<file path="src/rtl/pc_seq_pkg.sv">
// Shared types for the program-counter sequencer: FSM states and next-PC source select.
package pc_seq_pkg;

   typedef enum logic [1:0] {
      S_RST  = 2'd0,
      S_REQ  = 2'd1,
      S_EXEC = 2'd2,
      S_HALT = 2'd3
   } state_e;

   typedef enum logic [1:0] {
      SEL_SEQ    = 2'd0,
      SEL_TARGET = 2'd1,
      SEL_LINK   = 2'd2
   } pc_sel_e;

endpackage

</file>
<file path="src/rtl/pc_target_calc.sv">
// Combinational next-address arithmetic: sequential PC and sign-extended, shifted offset target.
module pc_target_calc #(
   parameter int unsigned PC_W         = 32,
   parameter int unsigned OFFSET_W     = 8,
   parameter int unsigned OFFSET_SHIFT = 2,
   parameter int unsigned INSTR_BYTES  = 4
) (
   input  logic [PC_W-1:0]     pc_i,
   input  logic [OFFSET_W-1:0] offset_i,
   output logic [PC_W-1:0]     seq_c,
   output logic [PC_W-1:0]     target_c
);

   logic [PC_W-1:0] offset_sext;

   // All sums wrap modulo 2^PC_W; a negative offset below zero lands at the top of memory.
   always_comb begin
      offset_sext = PC_W'($signed(offset_i));
      seq_c       = pc_i + PC_W'(INSTR_BYTES);
      target_c    = seq_c + (offset_sext << OFFSET_SHIFT);
   end

endmodule

</file>
<file path="src/rtl/pc_sequencer.sv">
// Program-counter sequencer: fetch handshake FSM, PC register and saturating retire counter.
// Optional call/return link register is enabled with the PC_LINK_EN macro.
module pc_sequencer
   import pc_seq_pkg::*;
#(
   parameter int unsigned   PC_W         = 32,
   parameter int unsigned   OFFSET_W     = 8,
   parameter int unsigned   OFFSET_SHIFT = 2,
   parameter int unsigned   INSTR_BYTES  = 4,
   parameter logic [PC_W-1:0] RESET_PC   = '0,
   parameter int unsigned   CNT_W        = 16
) (
   input  logic                CLK,
   input  logic                RESET,
   input  logic                IMEM_READY,
   input  logic                JUMP,
   input  logic                BRANCH_EQ,
   input  logic                BRANCH_NE,
   input  logic                ZERO,
   input  logic [OFFSET_W-1:0] OFFSET,
   input  logic                HALT,
   output logic [PC_W-1:0]     PC,
   output logic                PC_VALID,
   output logic                EXEC,
   output logic                HALTED,
   output logic [CNT_W-1:0]    RETIRED
`ifdef PC_LINK_EN
   ,
   input  logic                CALL,
   input  logic                RET,
   output logic [PC_W-1:0]     LINK
`endif
);

   state_e           state_q, state_d;
   logic [PC_W-1:0]  pc_q, pc_d;
   logic [CNT_W-1:0] retired_q, retired_d;
   logic             pc_valid_q, pc_valid_d;
   logic             exec_q, exec_d;
   logic             halted_q, halted_d;
`ifdef PC_LINK_EN
   logic [PC_W-1:0]  link_q, link_d;
`endif

   logic [PC_W-1:0]  seq_c;
   logic [PC_W-1:0]  target_c;
   logic             taken;
   pc_sel_e          pc_sel;

   pc_target_calc #(
      .PC_W         (PC_W),
      .OFFSET_W     (OFFSET_W),
      .OFFSET_SHIFT (OFFSET_SHIFT),
      .INSTR_BYTES  (INSTR_BYTES)
   ) u_target_calc (
      .pc_i     (pc_q),
      .offset_i (OFFSET),
      .seq_c    (seq_c),
      .target_c (target_c)
   );

   always_comb begin
      state_d   = state_q;
      pc_d      = pc_q;
      retired_d = retired_q;
`ifdef PC_LINK_EN
      link_d    = link_q;
`endif
      // Asserting both branch flavours makes the branch unconditional.
      taken  = JUMP | (BRANCH_EQ & ZERO) | (BRANCH_NE & ~ZERO);
      pc_sel = taken ? SEL_TARGET : SEL_SEQ;
`ifdef PC_LINK_EN
      if (RET)       pc_sel = SEL_LINK;
      else if (CALL) pc_sel = SEL_TARGET;
`endif

      case (state_q)
         S_RST:  state_d = S_REQ;
         S_REQ:  if (IMEM_READY) state_d = S_EXEC;
         S_EXEC: begin
            retired_d = (retired_q == '1) ? retired_q : retired_q + CNT_W'(1);
            if (HALT) begin
               state_d = S_HALT;
            end else begin
               state_d = S_REQ;
               case (pc_sel)
                  SEL_TARGET: pc_d = target_c;
`ifdef PC_LINK_EN
                  SEL_LINK:   pc_d = link_q;
`endif
                  default:    pc_d = seq_c;
               endcase
`ifdef PC_LINK_EN
               if (CALL && !RET) link_d = seq_c;
`endif
            end
         end
         S_HALT:  state_d = S_HALT;
         default: state_d = S_RST;
      endcase

      pc_valid_d = (state_d == S_REQ);
      exec_d     = (state_d == S_EXEC);
      halted_d   = (state_d == S_HALT);
   end

   always_ff @(posedge CLK) begin
      if (!RESET) begin
         state_q    <= S_RST;
         pc_q       <= RESET_PC;
         retired_q  <= '0;
         pc_valid_q <= 1'b0;
         exec_q     <= 1'b0;
         halted_q   <= 1'b0;
`ifdef PC_LINK_EN
         link_q     <= '0;
`endif
      end else begin
         state_q    <= state_d;
         pc_q       <= pc_d;
         retired_q  <= retired_d;
         pc_valid_q <= pc_valid_d;
         exec_q     <= exec_d;
         halted_q   <= halted_d;
`ifdef PC_LINK_EN
         link_q     <= link_d;
`endif
      end
   end

   assign PC       = pc_q;
   assign PC_VALID = pc_valid_q;
   assign EXEC     = exec_q;
   assign HALTED   = halted_q;
   assign RETIRED  = retired_q;
`ifdef PC_LINK_EN
   assign LINK     = link_q;
`endif

endmodule

</file>
<file path="config.mk">
export PLATFORM = sky130hd
export DESIGN_NAME = pc_sequencer
export DESIGN_NICKNAME = d
export VERILOG_FILES = /design/src/rtl/pc_seq_pkg.sv /design/src/rtl/pc_target_calc.sv /design/src/rtl/pc_sequencer.sv
export SDC_FILE = /design/constraint.sdc
export NUM_CORES = 1
export LEC_CHECK = 0
export BUFFER_PORTS_ARGS = -buffer_cell sky130_fd_sc_hd__buf_2
export CORE_AREA = 5 5 112 114
export CTS_CLUSTER_DIAMETER = 40
export DETAILED_ROUTE_END_ITERATION = 8
export DIE_AREA = 0 0 117 119
export PLACE_DENSITY = 0.6
export SLEW_MARGIN = 20
export SYNTH_ARGS = -nofsm -noshare
export SYNTH_HDL_FRONTEND = slang
export SYNTH_SLANG_ARGS = --single-unit
export TNS_END_PERCENT = 5
</file>
<file path="constraint.sdc">
create_clock -name CLK -period 9.6 [get_ports CLK]
set_clock_uncertainty 0.15 [all_clocks]
set_input_delay 0.96 -clock CLK [delete_from_list [all_inputs] [get_ports CLK]]
set_output_delay 0.96 -clock CLK [all_outputs]
set_load 0.02 [all_outputs]
</file>
==> results of run 1 <==
-- stage by stage --
stage / instances / cell area [um^2] / worst slack [ns] / utilization
final: 775 / 5022 / 5.356 / 0.4436
after global routing: 775 / 5022 / 5.086 / 0.4436
after CTS: 775 / 5022 / 5.417 / 0.4436
after detailed placement: 767 / 4868 / 5.392 / 0.4300
after global placement: 767 / 4868 / 5.485 / 0.4300
after floorplan: 583 / 4439 / 5.784 / -
-- state kept, by name, indices dropped and copies added, names as in the netlist --
signal	cells
PC	30
HALTED	1
state_q	2
EXEC	1
RETIRED	16
PC_VALID	1
-- worst paths after layout --
path / cells after the start / startpoint / slack [ns] / endpoint
worst max register to register: 16 / PC[8]$_SDFFE_PN0P_ / 5.36 / PC[31]$_SDFFE_PN0P_
worst max-delay path: 16 / PC[8]$_SDFFE_PN0P_ / 5.36 / PC[31]$_SDFFE_PN0P_
worst min register to register: 1 / state_q[1]$_SDFF_PN0_ / 0.32 / EXEC$_SDFF_PN0_
worst min-delay path: 1 / state_q[1]$_SDFF_PN0_ / 0.32 / EXEC$_SDFF_PN0_
-- layout by cell type (no fill, tap or decap), types with 3 or more instances in the layout --
cell type and instances:
ha_1 38, o21a_1 5, nor2b_1 5, xnor2_1 36
buf_4 3, and2_1 6, nand2b_1 6, and3_1 11
or3_1 6, nand3_1 30, nor2_1 47, xor2_1 23
o21bai_1 3, a21oi_1 52, buf_2 64, nand3b_1 3
o22ai_1 4, o21ai_0 32, mux2i_1 3, a31oi_1 7
nand4_1 22, dfxtp_1 51, clkbuf_16 5, nand2_1 58
inv_1 12, a311oi_1 8, nor3_1 19, and4_1 6
a21o_1 18
-- layout make-up --
type	count	area [um^2]
tap	143	178.9
clock inverter	3	28.78
multi-input combinational	493	3277
fill	1181	6299
sequential	51	1021
timing repair buffer	67	342.8
inverter	13	48.80
clock buffer	5	125.1
-- where the power goes --
group / internal, uW / leakage [uW] / switching (uW)
clock: 99.7 / 0.0000759 / 93.8
sequential: 217 / 0.000413 / 7.40
combinational: 41.3 / 0.00175 / 69.8
total: 358 / 0.00224 / 171
-- cells in the mapped netlist, types with 3 or more instances --
master,n
a211oi_1,3
a21o_1,18
a21oi_1,52
a311oi_1,8
a31oi_1,7
and2_1,6
and3_1,11
and4_1,6
clkbuf_1,21
dfxtp_1,51
ha_1,38
inv_1,12
mux2i_1,3
nand2_1,58
nand2b_1,6
nand3_1,30
nand3b_1,3
nand4_1,22
nor2_1,47
nor2b_1,6
nor3_1,19
o21a_1,5
o21ai_0,32
o21bai_1,3
o22ai_1,4
or3_1,6
xnor2_1,36
xor2_1,23
-- layer usage --
metal | up-vias | routed length (um)
met1 | 2146 | 6253
met5 | - | 0
li1 | 2235 | -
met3 | 6 | 613
met2 | 123 | 5937
met4 | 0 | 93
-- kinds of logic (layout without fill, tap and decap cells) --
kind of cell,after synthesis,count (layout),share of synthesized area
other cells,1,2,0.0008455
simple gates,228,228,0.2587
mux,3,3,0.006770
buf+inv,39,88,0.03526
fa+ha+maj,39,39,0.1117
flops,51,51,0.2302
xor+xnor,60,60,0.1202
compound gates,161,161,0.2364
==> summary.md, run 1 <==
| Metric | Value |
|---|---|
| Fmax | ~240 MHz |
| Worst hold path type | reg2reg |
| Residual DRC | 0 |
| CP Capture Type | flop |
| Synth-to-Final Area Change | 13.23% |
| Gpl congestion | 0.9139 |
| Seq/Total Area, Yosys | 0.2302 |
| CP Max Fanout | 8 |
| ANT nets after route | 0 |
| CTS Sinks | roughly 50 |
| Family with the most delay on the worst path | simple AND/OR/NAND/NOR gates |
| CP Class | reg2reg |
| Power density over the cells | between 100 and 150 nW/um^2 |
| First-pass GRT wire length | 21500 um |
| Total track usage | 0.1871 |
| Worst-path cell chain | and4_4 > nand4_2 > nand2b_1 > nor2_1 > nand3_1 > xnor2_1 > ha_1 > a21oi_1 > nand2_1 > a21oi_1 > a21oi_1 > o31a_1 > a221o_1 > nor3_1 > mux2i_1 > nand4_1 |
| Top cell by count, worst path | a21oi_1 |
| WL final | approximately 13000 um |
| CP max stage cell | dfxtp_1 |
| Die width | roughly 120 um |
| Die H | approximately 120 um |
| Clk_lat worst skew | just over 0.3 ns |
| Post-synth ARST share | 0 |
| Min Clock Period, post-route | 4.244 ns |
| Row count | 39 |
| Setup bufs post-CTS | 0 |
| CP arrival | about 4.3 ns |
| Post-synth EDFFs | 0 |
| CTS Buffer Depth | 2 |
| Max Cap Violations | 0 |
| Yosys reg bits | a little over 50 |
| Post-synthesis cell count | slightly below 600 |
| H-tree Lvls | 2 |
| Via count | ~4.5k |
| CP Buf/Inv Count | 0 |
| Fin. Hold Viols | 0 |
| Leak pwr | roughly 0.0022 uW |
| Root buf cell | clkbuf_16 |
| Fin Setup TNS | 0 ns |
| Status | finished clean |
| # diodes | 0 |
| Initial drt markers | 340 |
| Nets@finish | around 690 |
| Clock transition at path regs | roughly 0.08 ns |
| Pins Over Slew Limit | 0 |
| Cts repair resizes | 0 |
| RSZ-0062 raised after global routing | no |
| Post-synthesis cell type count | 63 |
| Yosys warns | 0 |
| Initial core utilization | 0.3918 |
| Met2 GRT Util | 0.2959 |
| Hold slack | 0.3153 ns |
| Max_slew headroom | 0.3479 |
| Mapped Area | roughly 4400 um^2 |
| # port buffers | 64 |
| Initial antenna violation count | 0 |
| Worst-margin pin slew | about 0.98 ns |
| Routed wire length per instance | about 17 um |
| Via/cell ratio | roughly 5.8 |
| Startpoint types | flop |
| Met1 usage | 0.2607 |
| Die area | around 14000 um^2 |
| Final Cycle Share | 0.4420 |
| Num CTS Buffers | 5 |
| DRT Pass-1 Iters | 5 |
| Core box area | about 11000 um^2 |
| Synth area leader | dfxtp_1 |
| Vias in the first global route | roughly 4.3k |
| Post-synth top area share | 0.2302 |
| Share of cells above drive strength 1 | 0.1392 |
| Synth area leaders | dfxtp_1 (23%), ha_1 (11%), xnor2_1 (7.1%) |
| Worst ir drop on vdd | between 0.07 and 0.08 mV |
| Avg Inst Size Synth | 7.621 um^2 |
| Post-synth top flop | dfxtp_1 |
| HPWL after DPL | about 9400 um |
| Met3 Use GR | 0.03043 |
| Final setup fails | 0 |
| CTS tree | done |
| Req. time, crit path | between 9 and 10 ns |
| Total Power | ~530 uW |
| Gr ovfl total | 0 |
| GRT busiest layer | met2 |
| Max stage delay on crit path | ~0.47 ns |
| Largest net degree at the start of global routing | 43 |
| IO Pins | 67 |
| CTS hold repair buffers | 0 |
No activity file was read; power rests on OpenSTA's default activity.
==> inputs of run 2 (changes only) <==
Settings changed: ABC_AREA set to 1, CORE_AREA 5 5 112 114 to 5 5 121 123, DIE_AREA 0 0 117 119 to 0 0 126 128.
Clock period 9.6 ns to 4.3 ns, I/O delays scaled along.
==> run 2 against run 1 <==
  * Combinational power grew to 2.6 times the previous value
  * Flip-flop and latch count stayed put
  * Core utilization is 0.80 points lower
  * Critical endpoint unchanged
  * Highest routed layer unchanged
==> summary.md, run 2 <==
| Metric | Value |
|---|---|
| Status | finished clean |
| Max_slew headroom | 0.5441 |
| Total track usage | 0.2066 |
| Sequential Power Share | 0.402 |
| Via count | 5644 |
| Root buf cell | clkbuf_16 |
| Die H | between 100 and 150 um |
| Top cell by count, worst path | inv_1 |
| Yosys warns | 0 |
| Synth area leaders | dfxtp_1 (19%), nand2_1 (16%), ha_1 (9.1%) |
| Row count | between 40 and 50 |
| IO Pins | 67 |
| Post-Synth XOR/XNOR Area | 0.04121 |
| DRT Pass-1 Iters | 5 |
| Mux contribution to synthesized area | 0 |
| Min Clock Period, post-route | 3.339 ns |
| WL final | 16580 um |
| Most frequent cell after synthesis | nand2_1 |
| Mapped Area | 5253 um^2 |
| HPWL after DPL | roughly 13000 um |
| CP max stage cell | dfxtp_1 |
| Sw Pwr | 401.5 uW |
| Die area | 16130 um^2 |
| Synth cell count leaders | nand2_1 (229), inv_1 (112), nor2_1 (78), a21oi_1 (63), nand3_1 (63) |
| CTS Sinks | between 50 and 60 |
| Footprint of the multi-input gates | between 3000 and 4000 um^2 |
| Routed wire length per instance | 15.06 um |
| CTS Buffer Depth | 2 |
| Avg Inst Size Synth | slightly above 6 um^2 |
| Post-synthesis simple-gate area fraction | 0.4052 |
| Post-synth top area share | 0.1944 |
| CP Buf/Inv Count | 5 |
| Sw Share | 0.3216 |
| CTS hold repair buffers | 0 |
| Largest net degree at the start of global routing | 47 |
| Synth-to-Final Area Change | 12.43% |
| Worst reg-to-reg path cell count | 20 |
| FILL cells | 1508 |
| Worst-path cell chain | ha_1 > inv_1 > nor2_4 > nand2_4 > clkinv_2 > nand4_4 > nor2_2 > nand4_1 > nand2_1 > inv_1 > ha_1 > inv_1 > nor3_1 > inv_1 > nor3_1 > a21oi_1 > nand2_1 > nand3_1 > nand2_1 > a21oi_2 |
| RSZ-0062 raised after global routing | no |
| Hold slack | about 0.28 ns |
| Worst hold path type | in2reg |
| First-pass GRT wire length | approximately 27000 um |
| Leak pwr | 0.002987 uW |
| Max reg flops | 30 |
| Residual DRC | 0 |
| Nets@finish | between 900 and 1k |
| CP Capture Type | flop |
| Pint | 847.0 uW |
| Hold depth | 4 |
| Post-synthesis cell count | 864 |
| Initial drt markers | between 400 and 500 |
| Gpl congestion | a little over 0.9 |
| Leading cell type in the layout, fill and taps excluded | nand2_1 |
| # diodes | 0 |
| Most frequent cells in the layout | nand2_1 (229), inv_1 (112), nor2_1 (78) |
| # port buffers | 64 |
| Yosys reg bits | 51 |
| FF+latch area | a little over 1000 um^2 |
| Post-synth top flop | dfxtp_1 |
| Clock transition at path regs | 0.07 ns |
| CP Class | reg2reg |
| Gr ovfl total | 0 |
| CP arrival | between 3 and 4 ns |
| Worst ir drop on vdd | 0.1462 mV |
| Final Cycle Share | 0.7765 |
| Initial core utilization | 0.3874 |
| Setup bufs post-CTS | 0 |
| Largest family of logic cells by synthesized area | simple AND/OR/NAND/NOR gates |
| Num CTS Buffers | 5 |
| Max Cap Violations | 0 |
| Post-synth EDFFs | 0 |
| CP Max Fanout | 6 |
| Post-synth ARST share | 0 |
| Req. time, crit path | ~4.3 ns |
| Synth area leader | dfxtp_1 |
| Cts repair resizes | 0 |
| H-tree Lvls | 2 |
| Worst-margin pin slew | around 0.7 ns |
| Pins Over Slew Limit | 0 |
| Clock group share of total power | 0.371 |
| Via/cell ratio | between 5 and 6 |
| ANT nets after route | 0 |
| Critical path depth | 20 |
| Clk_lat worst skew | 0.30 ns |
| Share of cells above drive strength 1 | 0.1498 |
| Fin. Hold Viols | 0 |
| Synth Area in Adders | 0.09433 |
| Layout Utilization | 0.4356 |
| Family with the most delay on the worst path | simple AND/OR/NAND/NOR gates |
| Max stage delay on crit path | between 0.4 and 0.5 ns |
| Comb pwr share | 0.227 |
| Power density over the cells | about 210 nW/um^2 |
| Core box area | between 10000 and 15000 um^2 |
| Vias in the first global route | 5363 |
| Seq/Total Area, Yosys | 0.1944 |
| Initial antenna violation count | 0 |
| CTS tree | done |
| Post-synthesis cell type count | 47 |
| Startpoint types | flop |
| Final setup fails | 0 |
| Fin Setup TNS | 0 ns |
| Die width | between 100 and 150 um |
| Synth Area in Compound Gates | 0.1625 |
| Fmax | between 200 and 300 MHz |
[run 2: area by class of cell]
cell class              instances  share of cell area
well taps                     180             0.03814
flip-flops and latches         51              0.1729
inverters                     120             0.07669
repair buffers                 67             0.05805
clock buffers                   5             0.02119
clock inverters                 2            0.006356
multi-input cells             676              0.6267
[run 2: routing by layer]
layer,track usage,part of all wire,vias to the layer above
met4,0.08959,0.038,0
met5,0,0,-
met3,0.02708,0.051,44
met2,0.3509,0.47,156
met1,0.2631,0.44,2507
li1,-,-,2937
[run 2: logic make-up (layout without fill, tap and decap cells)]
group | after synthesis | in the layout
simple gates | 460 | 460
compound gates | 152 | 152
fa+ha+maj | 39 | 39
flops | 51 | 51
buf+inv | 138 | 194
other cells | 1 | 2
xor+xnor | 23 | 23
[run 2: metrics by stage]
step	total power [uW]	instance area, um^2	setup WS, ns	instances
3_3_place_gp	793.4	5743	1.019	1094
6_report	1249	5906	0.9611	1101
3_5_place_dp	792.9	5743	0.9795	1094
4_1_cts	1253	5906	0.9677	1101
2_1_floorplan	707.0	5256	1.388	865
5_1_grt	1308	5906	0.7106	1101
[run 2: worst paths after layout]
kind | slack (ns) | start | to
min | 0.28 | IMEM_READY | state_q[0]$_SDFF_PN0_
max reg2reg | 0.96 | PC[2]$_SDFFE_PN0P_ | PC[31]$_SDFFE_PN0P_
min reg2reg | 0.33 | RETIRED[4]$_SDFFE_PN0P_ | RETIRED[4]$_SDFFE_PN0P_
max | 0.96 | PC[2]$_SDFFE_PN0P_ | PC[31]$_SDFFE_PN0P_
[run 2: tightest hold or removal path, stage by stage]
cell     delay [ns]
buf_2          0.10
nand2_1        0.05
nor2_1         0.04
nor2_1         0.07
[run 2: power groups by stage]
stage	Sequential (uW)	Clock (uW)	Combinational [uW]
6_report	501	464	284
3_5_place_dp	512	0	281
2_1_floorplan	522	0	185
4_1_cts	501	470	282
5_1_grt	503	488	317
3_3_place_gp	512	0	281
==> inputs of run 3 (changes only) <==
Settings changed: ABC_AREA 1 to 0, CORE_AREA 5 5 121 123 to 5 5 112 114, DIE_AREA 0 0 126 128 to 0 0 117 119.
Clock period 4.3 ns to 3.4 ns, I/O delays scaled along.
==> run 3 against run 2 <==
  * The run now ends with negative setup slack left
  * Sequential share of layout area down 0.38 points
  * Total power up 27%
  * Cell count down 19%
  * Fmax down 7.2%
  * Global-route usage up 0.092 points
  * Combinational power up 51%
  * Critical path depth down 5
  * Count of clock-buffer cells in the layout up 1
  * Via count down 14%
  * Flip-flop and latch count unchanged
  * Core utilization up 12 points
  * First-iteration DRC count down 26%
  * Critical path type unchanged
  * Largest cell class unchanged
==> summary.md, run 3 (synthesis gave the netlist of run 1 again) <==
| Metric | Value |
|---|---|
| CTS Sinks | around 50 |
| Leak pwr | ~0.0029 uW |
| Startpoint types | flop |
| Share of cells above drive strength 1 | 0.3467 |
| Worst-margin pin slew | 0.7603 ns |
| WL final | 14320 um |
| CP Class | reg2reg |
| H-tree Lvls | 2 |
| Via/cell ratio | 5.463 |
| Req. time, crit path | between 3 and 4 ns |
| Min Clock Period, post-route | 3.598 ns |
| Gr ovfl total | 0 |
| Max Cap Violations | 0 |
| Max reg flops | 30 |
| HPWL after DPL | ~11000 um |
| FILL cells | 1072 |
| Total track usage | 0.2076 |
| Hold_sp | IMEM_READY |
| Dpl cells | 865 |
| Core box area | between 10000 and 15000 um^2 |
| RSZ-0062 raised after global routing | yes |
| Routed wire length per instance | between 15 and 20 um |
| Gpl congestion | between 0.9 and 1 |
| Failing checks | negative setup slack |
| # diodes | 0 |
| Pins Over Slew Limit | 0 |
| Die H | 119 um |
| Critical path depth | 15 |
| Most frequent cells in the layout | buf_4 (118), buf_2 (64), nand2_1 (58) |
| Leading cell type in the layout, fill and taps excluded | buf_4 |
| Initial core utilization | 0.3918 |
| Die area | roughly 14000 um^2 |
| Final Non-Filler Cells | 890 |
| Clock transition at path regs | 0.07 ns |
| Setup WS post-layout | -0.1984 ns |
| Worst ir drop on vdd | 0.2029 mV |
| Family with the most delay on the worst path | simple AND/OR/NAND/NOR gates |
| CTS Buffer Depth | 2 |
| Largest net degree at the start of global routing | between 40 and 50 |
| CP Max Fanout | 4 |
| CP arrival | ~3.7 ns |
| Die width | around 120 um |
| CP Capture Type | flop |
| Nets@finish | between 800 and 900 |
| Final setup fails | 6 |
| Layout Utilization | 0.5516 |
| Row count | 39 |
| Worst reg-to-reg path cell count | 15 |
| Status | finished with violations |
| CP max stage cell | or4_1 |
| Placed Area | between 5000 and 6000 um^2 |
| R2r setup slk | -0.20 ns |
| Worst hold path type | in2reg |
| Synth-to-Final Area Change | 40.79% |
| Residual DRC | 0 |
| CP Buf/Inv Count | 2 |
| Clk_lat worst skew | 0.30 ns |
| Via count | 4862 |
| Initial drt markers | 320 |
| Hold depth | 3 |
| DRT Pass-1 Iters | 4 |
| Final Cycle Share | 1.058 |
| First-pass GRT wire length | 23900 um |
| Power density over the cells | 254.5 nW/um^2 |
| WHS Endpoint | EXEC$_SDFF_PN0_ |
| Max stage delay on crit path | between 0.4 and 0.5 ns |
| Hold slack | around 0.21 ns |
| Post-route cell area | 6245 um^2 |
| IO Pins | 67 |
| CTS tree | done |
| Fin. Hold Viols | 0 |
| Top cell by count, worst path | buf_4 |
| Fmax | 277.9 MHz |
| Max_slew headroom | 0.4913 |
| Initial antenna violation count | 0 |
| ANT nets after route | 0 |
| R2r endpoint | PC[31]$_SDFFE_PN0P_ |
| Worst-path cell chain | and4_4 > buf_4 > nand3_4 > nor2_4 > xnor2_2 > ha_1 > a21oi_2 > o21ai_1 > a221o_1 > o31a_1 > buf_4 > nor4_4 > nor3_4 > or4_1 > nand4_1 |
| Vias in the first global route | approximately 5k |
| Worst r2r src | PC[8]$_SDFFE_PN0P_ |
| Num CTS Buffers | 5 |
| Root buf cell | clkbuf_16 |
| # port buffers | 64 |
| DP Worst Slack | -0.2463 ns |
## run 3: changes by cell type in the layout (fill, tap and decap cells not counted), moves of 14 or more
| cell | previous run | this run |
|---|---|---|
| o21ai_0 | 47 | 28 |
| a21o_1 | 4 | 18 |
| inv_1 | 112 | 12 |
| nand3_1 | 63 | 27 |
| nand2_1 | 229 | 58 |
| a21oi_1 | 63 | 47 |
| buf_4 | 3 | 118 |
| nor2_1 | 78 | 42 |
| xnor2_1 | 3 | 26 |
## run 3: worst min-delay path: stages
cell	delay, ns
buf_2	0.10
nand2_1	0.11
nor3_1	0.06
## run 3: layout make-up
type | instances | area, um^2 | area share
clock buffers | 6 | 138.9 | 0.02224
well taps | 143 | 178.9 | 0.02865
inverters | 13 | 48.80 | 0.007814
flip-flops and latches | 51 | 1056 | 0.1691
multi-input cells | 493 | 3601 | 0.5766
clock inverters | 2 | 15.01 | 0.002404
repair buffers | 182 | 1206 | 0.1931
## run 3: power breakdown
| group | total, uW | internal, uW | switching [uW] |
|---|---|---|---|
| registers | 621 | 608 | 12.9 |
| logic | 429 | 191 | 238 |
| clock network | 539 | 296 | 243 |
| total | 1590 | 1090 | 494 |
## run 3: per-layer routing
| metal | wire length (um) | global-route usage | up-vias |
|---|---|---|---|
| met5 | 0 | 0 | - |
| li1 | - | - | 2457 |
| met4 | 257 | 0.06165 | 0 |
| met2 | 7011 | 0.3514 | 119 |
| met1 | 6285 | 0.2721 | 2264 |
| met3 | 770 | 0.02840 | 22 |
## run 3: repair_timing
action                                 4_1_cts  5_1_grt
hold buffers                                 0        0
setup endpoints to repair                   14       18
resized for setup                           28       22
endpoints found under the hold margin        0        0
buffers inserted                            12        5
pin swaps                                   24       12
## run 3: worst max-delay path by stage
| stage | from | end | slack, ns |
|---|---|---|---|
| after floorplan | PC[8]$_SDFFE_PN0P_ | PC[31]$_SDFFE_PN0P_ | -0.06 |
| after global placement | PC[11]$_SDFFE_PN0P_ | PC[29]$_SDFFE_PN0P_ | -0.22 |
| after detailed placement | PC[7]$_SDFFE_PN0P_ | PC[31]$_SDFFE_PN0P_ | -0.25 |
| after CTS | PC[8]$_SDFFE_PN0P_ | PC[31]$_SDFFE_PN0P_ | -0.12 |
| after global routing | PC[7]$_SDFFE_PN0P_ | PC[31]$_SDFFE_PN0P_ | -0.35 |
| final | PC[8]$_SDFFE_PN0P_ | PC[31]$_SDFFE_PN0P_ | -0.20 |
## run 3: metrics by stage
step	total power (uW)	setup TNS (ns)
floorplan	868.8	-0.08132
global placement	1017	-1.147
detailed placement	1023	-1.540
CTS	1581	-0.3560
global route	1669	-2.284
finish	1589	-0.5619
